## src/rtl/alu_arbiter.sv

```systemverilog
// alu_arbiter: two-requester front end for a shared combinational ALU.
// It arbitrates between requesters, registers the winning operands toward the
// ALU, captures the ALU result one cycle later, and holds it as a response
// until the consumer takes it.
// Define ALU_ARB_RR_EN to select round-robin arbitration on ties. Without it,
// requester 0 has fixed priority.
module alu_arbiter (
    input  logic        clk,
    input  logic        reset_n,
    input  logic [1:0]  req_valid,
    output logic [1:0]  req_ready,
    input  logic [63:0] req_a,
    input  logic [63:0] req_b,
    input  logic [5:0]  req_ctl,
    input  logic [9:0]  req_shamt,
    output logic [31:0] alu_a,
    output logic [31:0] alu_b,
    output logic [2:0]  alu_ctl,
    output logic [4:0]  alu_shamt,
    input  logic [31:0] alu_y,
    input  logic        alu_zero,
    output logic        rsp_valid,
    input  logic        rsp_ready,
    output logic        rsp_id,
    output logic [31:0] rsp_y,
    output logic        rsp_zero
);

    typedef enum logic [1:0] {
        ST_IDLE,
        ST_EXEC,
        ST_RESP
    } state_t;

    state_t r_state;
    state_t w_state_nxt;

    logic   w_can_accept;
    logic   w_accept;
    logic   w_grant;
    logic   r_pend_id;

`ifdef ALU_ARB_RR_EN
    logic   r_prio;     // requester that wins the next tie
`endif

    // Winner selection: a lone requester always wins; ties use priority scheme
    always_comb begin
        w_grant = 1'b0;
        case (req_valid)
            2'b01:   w_grant = 1'b0;
            2'b10:   w_grant = 1'b1;
`ifdef ALU_ARB_RR_EN
            2'b11:   w_grant = r_prio;
`else
            2'b11:   w_grant = 1'b0;
`endif
            default: w_grant = 1'b0;
        endcase
    end

    // State register
    always_ff @(posedge clk or negedge reset_n) begin
        if (!reset_n) begin
            r_state <= ST_IDLE;
        end else begin
            r_state <= w_state_nxt;
        end
    end

    // Next-state, accept decision and handshake outputs
    always_comb begin
        w_state_nxt  = r_state;
        w_can_accept = 1'b0;
        case (r_state)
            ST_IDLE: w_can_accept = 1'b1;
            ST_RESP: w_can_accept = rsp_ready;
            default: w_can_accept = 1'b0;
        endcase

        // reset_n gates the handshake so nothing is granted while reset is held
        w_accept  = w_can_accept & reset_n & (|req_valid);
        req_ready = w_accept ? (w_grant ? 2'b10 : 2'b01) : 2'b00;

        case (r_state)
            ST_IDLE: begin
                if (w_accept) begin
                    w_state_nxt = ST_EXEC;
                end
            end
            ST_EXEC: begin
                w_state_nxt = ST_RESP;
            end
            ST_RESP: begin
                if (rsp_ready) begin
                    w_state_nxt = w_accept ? ST_EXEC : ST_IDLE;
                end
            end
            default: begin
                w_state_nxt = ST_IDLE;
            end
        endcase
    end

    // Issue registers: load winner's operation on accept, otherwise hold
    always_ff @(posedge clk or negedge reset_n) begin
        if (!reset_n) begin
            alu_a     <= '0;
            alu_b     <= '0;
            alu_ctl   <= '0;
            alu_shamt <= '0;
            r_pend_id <= 1'b0;
        end else if (w_accept) begin
            alu_a     <= w_grant ? req_a[63:32]    : req_a[31:0];
            alu_b     <= w_grant ? req_b[63:32]    : req_b[31:0];
            alu_ctl   <= w_grant ? req_ctl[5:3]    : req_ctl[2:0];
            alu_shamt <= w_grant ? req_shamt[9:5]  : req_shamt[4:0];
            r_pend_id <= w_grant;
        end
    end

    // Response registers: capture ALU in EXEC, retire on consumer handshake.
    // rsp_id is taken from the pending owner in EXEC rather than at accept, so
    // a new accept while the previous response retires cannot disturb it.
    always_ff @(posedge clk or negedge reset_n) begin
        if (!reset_n) begin
            rsp_valid <= 1'b0;
            rsp_id    <= 1'b0;
            rsp_y     <= '0;
            rsp_zero  <= 1'b0;
        end else if (r_state == ST_EXEC) begin
            rsp_valid <= 1'b1;
            rsp_id    <= r_pend_id;
            rsp_y     <= alu_y;
            rsp_zero  <= alu_zero;
        end else if ((r_state == ST_RESP) && rsp_ready) begin
            rsp_valid <= 1'b0;
        end
    end

`ifdef ALU_ARB_RR_EN
    // Tie-break pointer: after serving requester i, favour the other one
    always_ff @(posedge clk or negedge reset_n) begin
        if (!reset_n) begin
            r_prio <= 1'b0;
        end else if (w_accept) begin
            r_prio <= ~w_grant;
        end
    end
`endif

    // Handshake sanity: at most one grant, and a stalled response stays put
    a_one_grant: assert property (@(posedge clk) disable iff (!reset_n)
        $onehot0(req_ready));

    a_rsp_hold: assert property (@(posedge clk) disable iff (!reset_n)
        (rsp_valid && !rsp_ready) |=>
            (rsp_valid && $stable(rsp_y) && $stable(rsp_id) && $stable(rsp_zero)));

endmodule
```

## config.mk

```make
export PLATFORM = sky130hd
export DESIGN_NAME = alu_arbiter
export DESIGN_NICKNAME = d
export VERILOG_FILES = /design/src/rtl/alu_arbiter.sv
export SDC_FILE = /design/constraint.sdc
export NUM_CORES = 1
export LEC_CHECK = 0
export CAP_MARGIN = 25
export CORE_AREA = 2 2 124 156
export DETAILED_ROUTE_END_ITERATION = 8
export DIE_AREA = 0 0 126 158
export GPL_TIMING_DRIVEN = 0
export PLACE_DENSITY = 0.73
export SLEW_MARGIN = 40
export SYNTH_ARGS = -nofsm -noshare
export SYNTH_HDL_FRONTEND = slang
export SYNTH_SLANG_ARGS = --single-unit
```

## constraint.sdc

```tcl
create_clock -name clk -period 1.4 [get_ports clk]
set_clock_uncertainty 0.05 [all_clocks]
set_input_delay 0.14 -clock clk [delete_from_list [all_inputs] [get_ports clk]]
set_output_delay 0.14 -clock clk [all_outputs]
set_load 0.02 [all_outputs]
```

==> results.py, run 1 <==
metrics = {
    "worst_setup_path": {
        "worstPathArrival_ns": 1.57,
        "ff2ff_path_depth": 7,
        "worstPathRequired_ns": 1.21,
        "startpoint_type": "flop",
        "critical_path_peak_fanout": 4,
        "r2r-end": "alu_a[27]",
        "criticalPathCategory": "flop to primary output",
        "reg2reg_slack_ns": -0.34,
        "cp-end-kind": "primary output",
        "r2r_start": "r_state[1]",
    },
    "clock_network": {
        "cts_tree": "built",
        "cts-root-buf": "clkbuf_16",
        "cts_buffers": 9,
        "clkSlewWorstSetupHoldPaths_ns": 0.08,
        "cts_max_level": 3,
        "clk_path_buf_depth": 2,
        "clock_latency_ns": 0.34,
        "clkSinkCount": 110,
    },
    "place": {
        "dp_hpwl_mm": 11.5,
        "placed_area_mm2": 0.00865,
        "dpl.cell_count": 843,
        "gp_congestion": 0.764,
        "portBuffers": 290,
    },
    "route": {
        "wl_per_cell_um": 17.2,
        "vias_per_cell": 4.38,
        "drtIter0Drc": 114,
        "drt-total-wl_mm": 15.2,
        "drt_first_pass_iters": 4,
        "drtAntennaViolNets": 0,
        "drc": 0,
        "routed-via-count": 3889,
    },
    "min_path": {
        "hp-class": "input pin to async pin",
    },
    "sta": {
        "final.setup.worst_slack_ns": -0.359,
        "fin_crit_ns": 1.76,
        "slew_viol_final": 0,
        "hold_viol_final": 85,
        "setup_violations": 109,
        "worstMarginPinSlew_ns": 0.466,
        "timing.hold.ws_ns": -0.389,
        "post-route-period-util_pct": 126,
        "rsz0062_at_grt": "true",
        "timing.slew.headroom_pct": 68.9,
        "fmax_mhz": 569,
        "setup_tns_ns": -30.78,
    },
    "synth": {
        "yosysWarnings": 0,
        "syn_inst": 320,
        "yosysSeqAreaShare_pct": 51.0,
        "syn_area_mm2": 0.00540,
        "synth_seq_cells": 110,
        "synth_nets": 502,
        "netlist-cell-type-count": 19,
        "postSynthAreaPerCell_um2": 16.9,
    },
    "grt": {
        "antenna_found_initial": 1,
        "grt_pass1_vias": 4244,
        "grt_max_degree": 61,
        "grt_pass1_wl_mm": 22.7,
        "grt-ovfl-total": 0,
        "grtUsageTotal_pct": 14.6,
    },
    "floorplanning": {
        "die_height_um": 158,
        "die_area_mm2": 0.0199,
        "die_w_um": 126,
        "fp-row-count": 56,
        "start_util_pct": 29.2,
        "fp.coreArea_mm2": 0.0185,
        "io_pins": 291,
    },
    "run_status": {
        "violations": "negative hold slack, negative setup slack",
        "status": "complete, but fails checks",
    },
    "finish": {
        "fill_cells": 1647,
        "stdcell_area_mm2": 0.00924,
        "synthToLayoutAreaGrowth_pct": 71.1,
        "final_core_util_pct": 50.0,
        "stdcell_count": 888,
        "nets": 832,
        "drive_above_1_share_pct": 38.3,
    },
    "pwr": {
        "p_leak_nw": 4.14,
        "finalPower_mw": 12.4,
        "power_density_mw_per_mm2": 1340,
        "worst_ir_drop_vdd_mv": 0.543,
    },
    "run": {
        "drv_cap": 0,
    },
}
critical path, cell delays in order, from the launching register on:
cell      delay, ns
dfrtp_1        0.42
nand2b_1       0.11
o2111a_2       0.24
buf_12         0.12
buf_12         0.09
nor2b_4        0.13
buf_6          0.12
layout make-up:
type	instances	area, um2	share of cell area (%)
Timing Repair Buffer	319	3160	34.2
Sequential cell	110	2750	29.8
Multi-Input combinational cell	189	2450	26.6
Buffer	19	290	3.14
Tap cell	232	290	3.14
Clock buffer	11	243	2.63
Clock inverter	5	38.8	0.420
Inverter	2	7.51	0.0812
Antenna cell	1	2.50	0.0271
cells in the mapped netlist:
library cell / number / area share [%]
a21oi_1: 1 / 0.093
and2_1: 1 / 0.12
buf_12: 4 / 1.5
buf_2: 7 / 0.65
buf_4: 2 / 0.28
buf_6: 5 / 1.0
buf_8: 1 / 0.28
dfrtp_1: 110 / 51
inv_1: 2 / 0.14
mux2_2: 85 / 18
mux2_4: 94 / 26
nand2b_1: 1 / 0.12
nor2_1: 1 / 0.069
nor2_2: 1 / 0.12
nor2b_1: 1 / 0.12
nor2b_4: 1 / 0.25
o2111a_1: 1 / 0.21
o21ai_0: 1 / 0.093
o21bai_1: 1 / 0.14
logic make-up after synthesis:
logic type | Yosys count | share of synthesized area, %
AO/OA/AOI/OAI | 4 | 0.533
AND/OR/NAND/NOR | 6 | 0.788
flip-flops | 110 | 51.0
buffers and inverters | 21 | 3.87
multiplexers | 179 | 43.8
state kept, by name, indices dropped and copies added, names as in the netlist, 2 cells and up:
register / flops
alu_a: 32
alu_b: 32
rsp_y: 32
alu_shamt: 5
alu_ctl: 3
r_state: 2
metrics by stage:
step / setup WS (ns) / hold slack (ns)
5_1_grt: -0.447 / -0.372
2_1_floorplan: -0.0800 / -0.206
4_1_cts: -0.360 / -0.389
6_report: -0.359 / -0.389
3_5_place_dp: -1.18 / 0.0461
3_3_place_gp: -4.83 / 0.432
power breakdown:
group | total (mW) | switching [mW] | internal [mW]
combinational | 5.32 | 2.46 | 2.86
clock | 2.45 | 1.18 | 1.28
sequential | 4.65 | 0.503 | 4.15
cells in the final DEF (no fill, tap or decap):
master,netlist,layout
a21oi_1,1,1
and2_2,0,1
buf_12,4,13
buf_16,0,1
buf_2,7,3
buf_4,2,15
buf_6,5,10
buf_8,1,5
bufbuf_16,0,1
clkbuf_1,0,1
clkbuf_16,0,12
clkbuf_8,0,1
clkdlybuf4s50_1,0,179
clkinv_2,0,1
clkinvlp_4,0,1
dfrtp_1,110,110
diode_2,0,1
dlygate4sd2_1,0,107
dlymetal6s2s_1,0,1
inv_1,2,1
inv_2,0,1
inv_6,0,3
mux2_2,85,84
mux2_4,94,95
nand2b_1,1,1
nor2_1,1,1
nor2_2,1,1
nor2b_4,1,2
o2111a_2,0,1
o21ai_0,1,1
o21bai_1,1,1
how the worst max path moves through the flow:
stage / start / to / cells past startpoint
finish: r_state[1] / req_ready[0] / 6
global route: r_state[1] / req_ready[0] / 6
CTS: r_state[1] / req_ready[0] / 6
detailed placement: reset_n / req_ready[0] / 7
global placement: reset_n / req_ready[0] / 6
floorplan: r_state[1] / alu_a[0] / 5
what timing repair did:
action / 4_1_cts / 5_1_grt
cloned: 1 / 3
pin swaps: 2 / 2
resized for setup: 148 / 8
setup buffers: 17 / 11
setup endpoints to repair: 213 / 110
hold endpoints to repair: 110 / 84
per-layer routing:
metal  vias up  GRT usage (%)  wire length, um
li1       1816              -                -
met1      1880           16.0             5790
met2       166           26.9             8170
met3        27           4.16              917
met4         0           5.02              355
met5         -              0                0
No activity file was read; power rests on OpenSTA's default activity.
==> inputs of run 2 (changes only) <==
SLEW_MARGIN = 10   (was 40)
==> run 2 against run 1 <==
  * The run still ends with negative hold slack, negative setup slack left
  * First-iteration DRC count fell by 26%
  * Cell count rose by 0.56%
  * Sequential power barely moved
  * Utilization rose by 0.63 points
  * Non-clock buffer count rose by 6
  * Global-route usage barely moved
  * Maximum frequency rose by 1.6%
  * Sequential cell count did not move
  * Count of clock-buffer cells in the layout did not move
  * Largest power group unchanged
==> results.py, run 2 (synthesis gave the netlist of run 1 again) <==
metrics = {
    "clock_network": {
        "cts-root-buf": "clkbuf_16",
        "clk_path_buf_depth": 2,
        "clkSinkCount": 110,
        "clkSlewWorstSetupHoldPaths_ns": 0.08,
        "cts_tree": "built",
        "clock_latency_ns": 0.34,
        "cts_max_level": 3,
        "cts_buffers": 9,
    },
    "route": {
        "routed-via-count": 3880,
        "vias_per_cell": 4.34,
        "highest_layer": "met4",
        "wl_met1_mm": 5.75,
        "wl_per_cell_um": 17.2,
        "drt_first_pass_iters": 4,
        "met3_length_um": 869,
        "drtAntennaViolNets": 0,
        "drtIter0Drc": 84,
        "drc": 0,
        "route.met2.wl_mm": 8.38,
        "drt-total-wl_mm": 15.3,
    },
    "run_status": {
        "status": "complete, but fails checks",
        "violations": "negative hold slack, negative setup slack",
    },
    "finish": {
        "reg.largest.list": "alu_a x32, alu_b x32, rsp_y x32",
        "synthToLayoutAreaGrowth_pct": 73.2,
        "diodes": 0,
        "stdcell_count": 893,
        "drive_above_1_share_pct": 38.7,
        "nets": 838,
        "final_common_cell": "clkdlybuf4s50_1",
        "mostFrequentLayoutCells": "clkdlybuf4s50_1, dfrtp_1, dlygate4sd2_1, mux2_4, mux2_2",
        "stdcell_area_mm2": 0.00936,
        "final_core_util_pct": 50.6,
    },
    "pwr": {
        "switching_power_mw": 4.16,
        "finalPower_mw": 12.5,
        "clock_power_share_pct": 19.1,
        "worst_ir_drop_vdd_mv": 0.604,
        "p_comb_share_pct": 43.8,
        "seqPwrFrac_pct": 37.1,
        "power_density_mw_per_mm2": 1340,
        "intPower_mw": 8.36,
        "switching_share_pct": 33.3,
        "p_leak_nw": 4.21,
    },
    "grt": {
        "grt-ovfl-total": 0,
        "grt_pass1_wl_mm": 22.5,
        "grt_pass1_vias": 4247,
        "antenna_found_initial": 0,
        "grt_max_degree": 57,
        "grtUsageTotal_pct": 14.5,
    },
    "sta": {
        "fmax_mhz": 577,
        "timing.hold.ws_ns": -0.310,
        "worstMarginPinSlew_ns": 0.537,
        "fin_crit_ns": 1.73,
        "slew_viol_final": 0,
        "rsz0062_at_grt": "true",
        "final.setup.worst_slack_ns": -0.332,
        "timing.slew.headroom_pct": 64.2,
        "post-route-period-util_pct": 124,
        "setup_violations": 109,
        "setup_tns_ns": -20.61,
        "hold_viol_final": 54,
    },
    "floorplanning": {
        "start_util_pct": 29.2,
        "die_w_um": 126,
        "die_height_um": 158,
        "fp.coreArea_mm2": 0.0185,
        "fp-row-count": 56,
        "die_area_mm2": 0.0199,
        "io_pins": 291,
    },
    "place": {
        "placed_area_mm2": 0.00864,
        "dpl.cell_count": 843,
        "dpl_worst_slack_ns": -0.957,
        "dp_hpwl_mm": 11.4,
        "portBuffers": 290,
        "gp_congestion": 0.764,
    },
    "worst_setup_path": {
        "startpoint_type": "flop",
        "ff2ff_path_depth": 6,
        "criticalPathCategory": "flop to primary output",
        "cp-end-kind": "primary output",
        "worstPathRequired_ns": 1.21,
        "worstPathArrival_ns": 1.54,
        "critical_path_peak_fanout": 3,
    },
    "min_path": {
        "hp-class": "input pin to async pin",
    },
    "run": {
        "drv_cap": 0,
    },
}
[run 2: changes by cell type in the layout (fill, tap and decap cells not counted), moves of 2 or more]
cell / delta
buf_8: +4
mux2_2: -8
buf_2: -2
mux2_4: +8
dlygate4sd2_1: +2
buf_6: +3
[run 2: cell type report]
| cell class | count | area [um2] |
|---|---|---|
| clock buffers | 11 | 233 |
| inverters | 2 | 7.51 |
| well taps | 232 | 290 |
| repair buffers | 325 | 3240 |
| fillers | 1602 | 9140 |
| flip-flops and latches | 110 | 2750 |
| clock inverters | 5 | 38.8 |
| plain buffers | 19 | 309 |
| multi-input cells | 189 | 2490 |
[run 2: worst max-delay path, cell delays in order (launching register included)]
cell,delay (ns)
dfrtp_1,0.41
inv_2,0.09
o2111a_2,0.25
buf_12,0.12
buf_12,0.09
and2_2,0.13
buf_6,0.11
[run 2: power by group through the flow]
stage,logic [mW],registers [mW],clock network (mW)
after floorplan,1.66,5.89,0
after global placement,5.72,4.70,0
after detailed placement,5.80,4.74,0
after CTS,5.32,4.65,2.52
after global routing,5.76,4.77,2.65
final,5.48,4.65,2.39
[run 2: path summary, 6_finish.rpt]
check                      startpoint      endpoint  slack, ns
min reg2reg                 alu_a[18]     alu_a[18]       0.45
min in group clk             alu_y[2]      rsp_y[2]       0.36
max                        r_state[0]  req_ready[1]      -0.33
max reg2reg                r_state[0]      alu_a[3]      -0.32
max in group asynchronous     reset_n     alu_b[21]       0.96
min                           reset_n    alu_ctl[0]      -0.31
[run 2: what timing repair did]
item	4_1_cts	5_1_grt
gates cloned	2	3
pin swaps	1	1
hold endpoints to repair	54	54
setup buffers	19	14
resized for setup	152	29
setup endpoints to repair	212	111
[run 2: routing by layer]
layer,global-route usage [%],up-vias
met3,3.55,23
met1,15.6,1879
met5,0,-
met4,5.91,0
met2,27.2,154
li1,-,1824
==> inputs of run 3 (changes only) <==
--- a/config.mk
+++ b/config.mk
@@ -8,7 +8,7 @@
 export CAP_MARGIN = 25
-export CORE_AREA = 2 2 124 156
+export CORE_AREA = 2 2 113 142
 export DETAILED_ROUTE_END_ITERATION = 8
-export DIE_AREA = 0 0 126 158
+export DIE_AREA = 0 0 115 144
 export GPL_TIMING_DRIVEN = 0
-export PLACE_DENSITY = 0.73
+export PLACE_DENSITY = 0.84
 export SLEW_MARGIN = 10
==> constraint.sdc (replaced) <==
create_clock -name clk -period 1.4 [get_ports clk]
set_clock_uncertainty 0.05 [all_clocks]
set_input_delay 0.28 -clock clk [delete_from_list [all_inputs] [get_ports clk]]
set_output_delay 0.28 -clock clk [all_outputs]
set_load 0.02 [all_outputs]
==> run 3 against run 2 <==
  * The run still ends with negative hold slack, negative setup slack left
  * Global-route usage up 3.7 points
  * Cell count down 6.6%
  * Total power up 0.25%
  * Sequential power up 0.9%
  * Non-clock buffer count down 12
  * Critical path depth unchanged
  * Routed wire length down 0.39%
  * First-iteration DRC count up 29%
  * Largest power group unchanged
==> results.py, run 3 (synthesis gave the netlist of run 1 again) <==
metrics = {
    "run_status": {
        "status": "complete, but fails checks",
        "violations": "negative hold slack, negative setup slack",
    },
    "route": {
        "drtAntennaViolNets": 0,
        "drt_first_pass_iters": 4,
        "drt-total-wl_mm": 15.3,
        "drc": 0,
        "drtIter0Drc": 108,
        "routed-via-count": 3920,
        "wl_per_cell_um": 18.3,
        "vias_per_cell": 4.70,
    },
    "sta": {
        "hold_viol_final": 40,
        "fmax_mhz": 535,
        "fin_crit_ns": 1.87,
        "rsz0062_at_grt": "true",
        "setup_tns_ns": -28.96,
        "timing.slew.headroom_pct": 70.0,
        "worstMarginPinSlew_ns": 0.450,
        "slew_viol_final": 0,
        "final.setup.worst_slack_ns": -0.468,
        "post-route-period-util_pct": 133,
        "timing.hold.ws_ns": -0.205,
        "setup_violations": 106,
    },
    "clock_network": {
        "clkSinkCount": 110,
        "clock_latency_ns": 0.34,
        "cts_buffers": 9,
        "cts_tree": "built",
        "clkSlewWorstSetupHoldPaths_ns": 0.07,
        "cts_max_level": 3,
        "clk_path_buf_depth": 2,
        "cts-root-buf": "clkbuf_16",
    },
    "finish": {
        "fill_cells": 1198,
        "synthToLayoutAreaGrowth_pct": 69.7,
        "final_core_util_pct": 59.8,
        "mostFrequentLayoutCells": "clkdlybuf4s50_1, dfrtp_1, mux2_4, mux2_2, clkdlybuf4s15_1",
        "reg.largest.list": "alu_a x32, alu_b x32, rsp_y x32",
        "nets": 826,
        "drive_above_1_share_pct": 43.8,
        "final_common_cell": "clkdlybuf4s50_1",
    },
    "place": {
        "dp_hpwl_mm": 11.6,
        "portBuffers": 290,
        "gp_congestion": 0.805,
    },
    "floorplanning": {
        "die_area_mm2": 0.0166,
        "fp.coreArea_mm2": 0.0153,
        "die_w_um": 115,
        "io_pins": 291,
        "fp-row-count": 51,
        "start_util_pct": 35.3,
        "die_height_um": 144,
    },
    "worst_setup_path": {
        "startpoint_type": "flop",
        "worstPathArrival_ns": 1.54,
        "critical_path_peak_fanout": 4,
        "worstPathRequired_ns": 1.07,
        "cp-end-kind": "primary output",
        "criticalPathCategory": "flop to primary output",
    },
    "pwr": {
        "worst_ir_drop_vdd_mv": 0.781,
        "p_leak_nw": 4.05,
        "power_density_mw_per_mm2": 1370,
    },
    "grt": {
        "grtUsageTotal_pct": 18.2,
        "grt_busiest_layer": "met2",
        "grt_util_met3_pct": 3.60,
        "use_met1_pct": 19.8,
        "grt_pass1_vias": 4256,
        "met2_usage_pct": 33.6,
        "grt_pass1_wl_mm": 23.0,
        "grt-ovfl-total": 0,
        "antenna_found_initial": 0,
        "grt_max_degree": 71,
    },
    "run": {
        "drv_cap": 0,
    },
    "min_path": {
        "hp-class": "input pin to async pin",
    },
}
run 3: worst paths after layout:
kind | from | cells after the start | slack [ns] | to
worst max-delay path | r_state[1] | 6 | -0.47 | req_ready[0]
worst min-delay path | reset_n | 1 | -0.20 | alu_shamt[1]
worst max register to register | r_state[1] | 7 | -0.44 | alu_b[8]
worst min register to register | rsp_y[2] | 1 | 0.45 | rsp_y[2]
max in group asynchronous | reset_n | 2 | 0.85 | alu_b[29]
min in group clk | rsp_ready | 4 | 0.40 | rsp_valid
run 3: timing repair:
action / in CTS / in global routing
pin swaps: 0 / 1
setup endpoints to repair: 217 / 168
gates cloned: 7 / 0
setup buffers: 13 / 2
resized for setup: 228 / 61
endpoints found under the hold margin: 40 / 40
run 3: report_power, final:
part           switching, mW  internal [mW]
clock network           1.15           1.30
logic                   2.46           2.94
registers              0.546           4.15
total                   4.16           8.39
run 3: worst max-delay path: stages (launching register included):
cell,delay (ns)
dfrtp_1,0.43
nand2b_4,0.09
o2111a_2,0.24
buf_12,0.11
buf_12,0.09
nor2b_4,0.13
buf_6,0.12
run 3: routing by layer:
layer | up-vias | routed length [um]
met2 | 159 | 8400
met3 | 35 | 931
met5 | - | 0
met4 | 0 | 537
li1 | 1802 | -
met1 | 1924 | 5410
run 3: final cells by class:
| cell class | instances | area, um2 | area share [%] |
|---|---|---|---|
| repair buffers | 313 | 3130 | 34.2 |
| plain buffers | 19 | 293 | 3.19 |
| inverters | 2 | 7.51 | 0.0819 |
| clock buffers | 11 | 253 | 2.76 |
| clock inverters | 4 | 32.5 | 0.355 |
| diodes | 1 | 2.50 | 0.0273 |
| well taps | 185 | 231 | 2.53 |
| flip-flops and latches | 110 | 2750 | 30.0 |
| multi-input cells | 189 | 2460 | 26.8 |
run 3: per-stage QoR:
stage / std cells / total power, mW / setup slack [ns] / hold slack, ns / area, um2
6_report: 834 / 12.6 / -0.468 / -0.205 / 9170
5_1_grt: 833 / 13.2 / -0.526 / -0.184 / 9160
4_1_cts: 831 / 12.7 / -0.477 / -0.201 / 9260
3_5_place_dp: 796 / 10.5 / -1.22 / 0.179 / 8590
3_3_place_gp: 795 / 10.4 / -5.04 / 0.432 / 8560
2_1_floorplan: 320 / 7.55 / -0.123 / -0.0656 / 5420
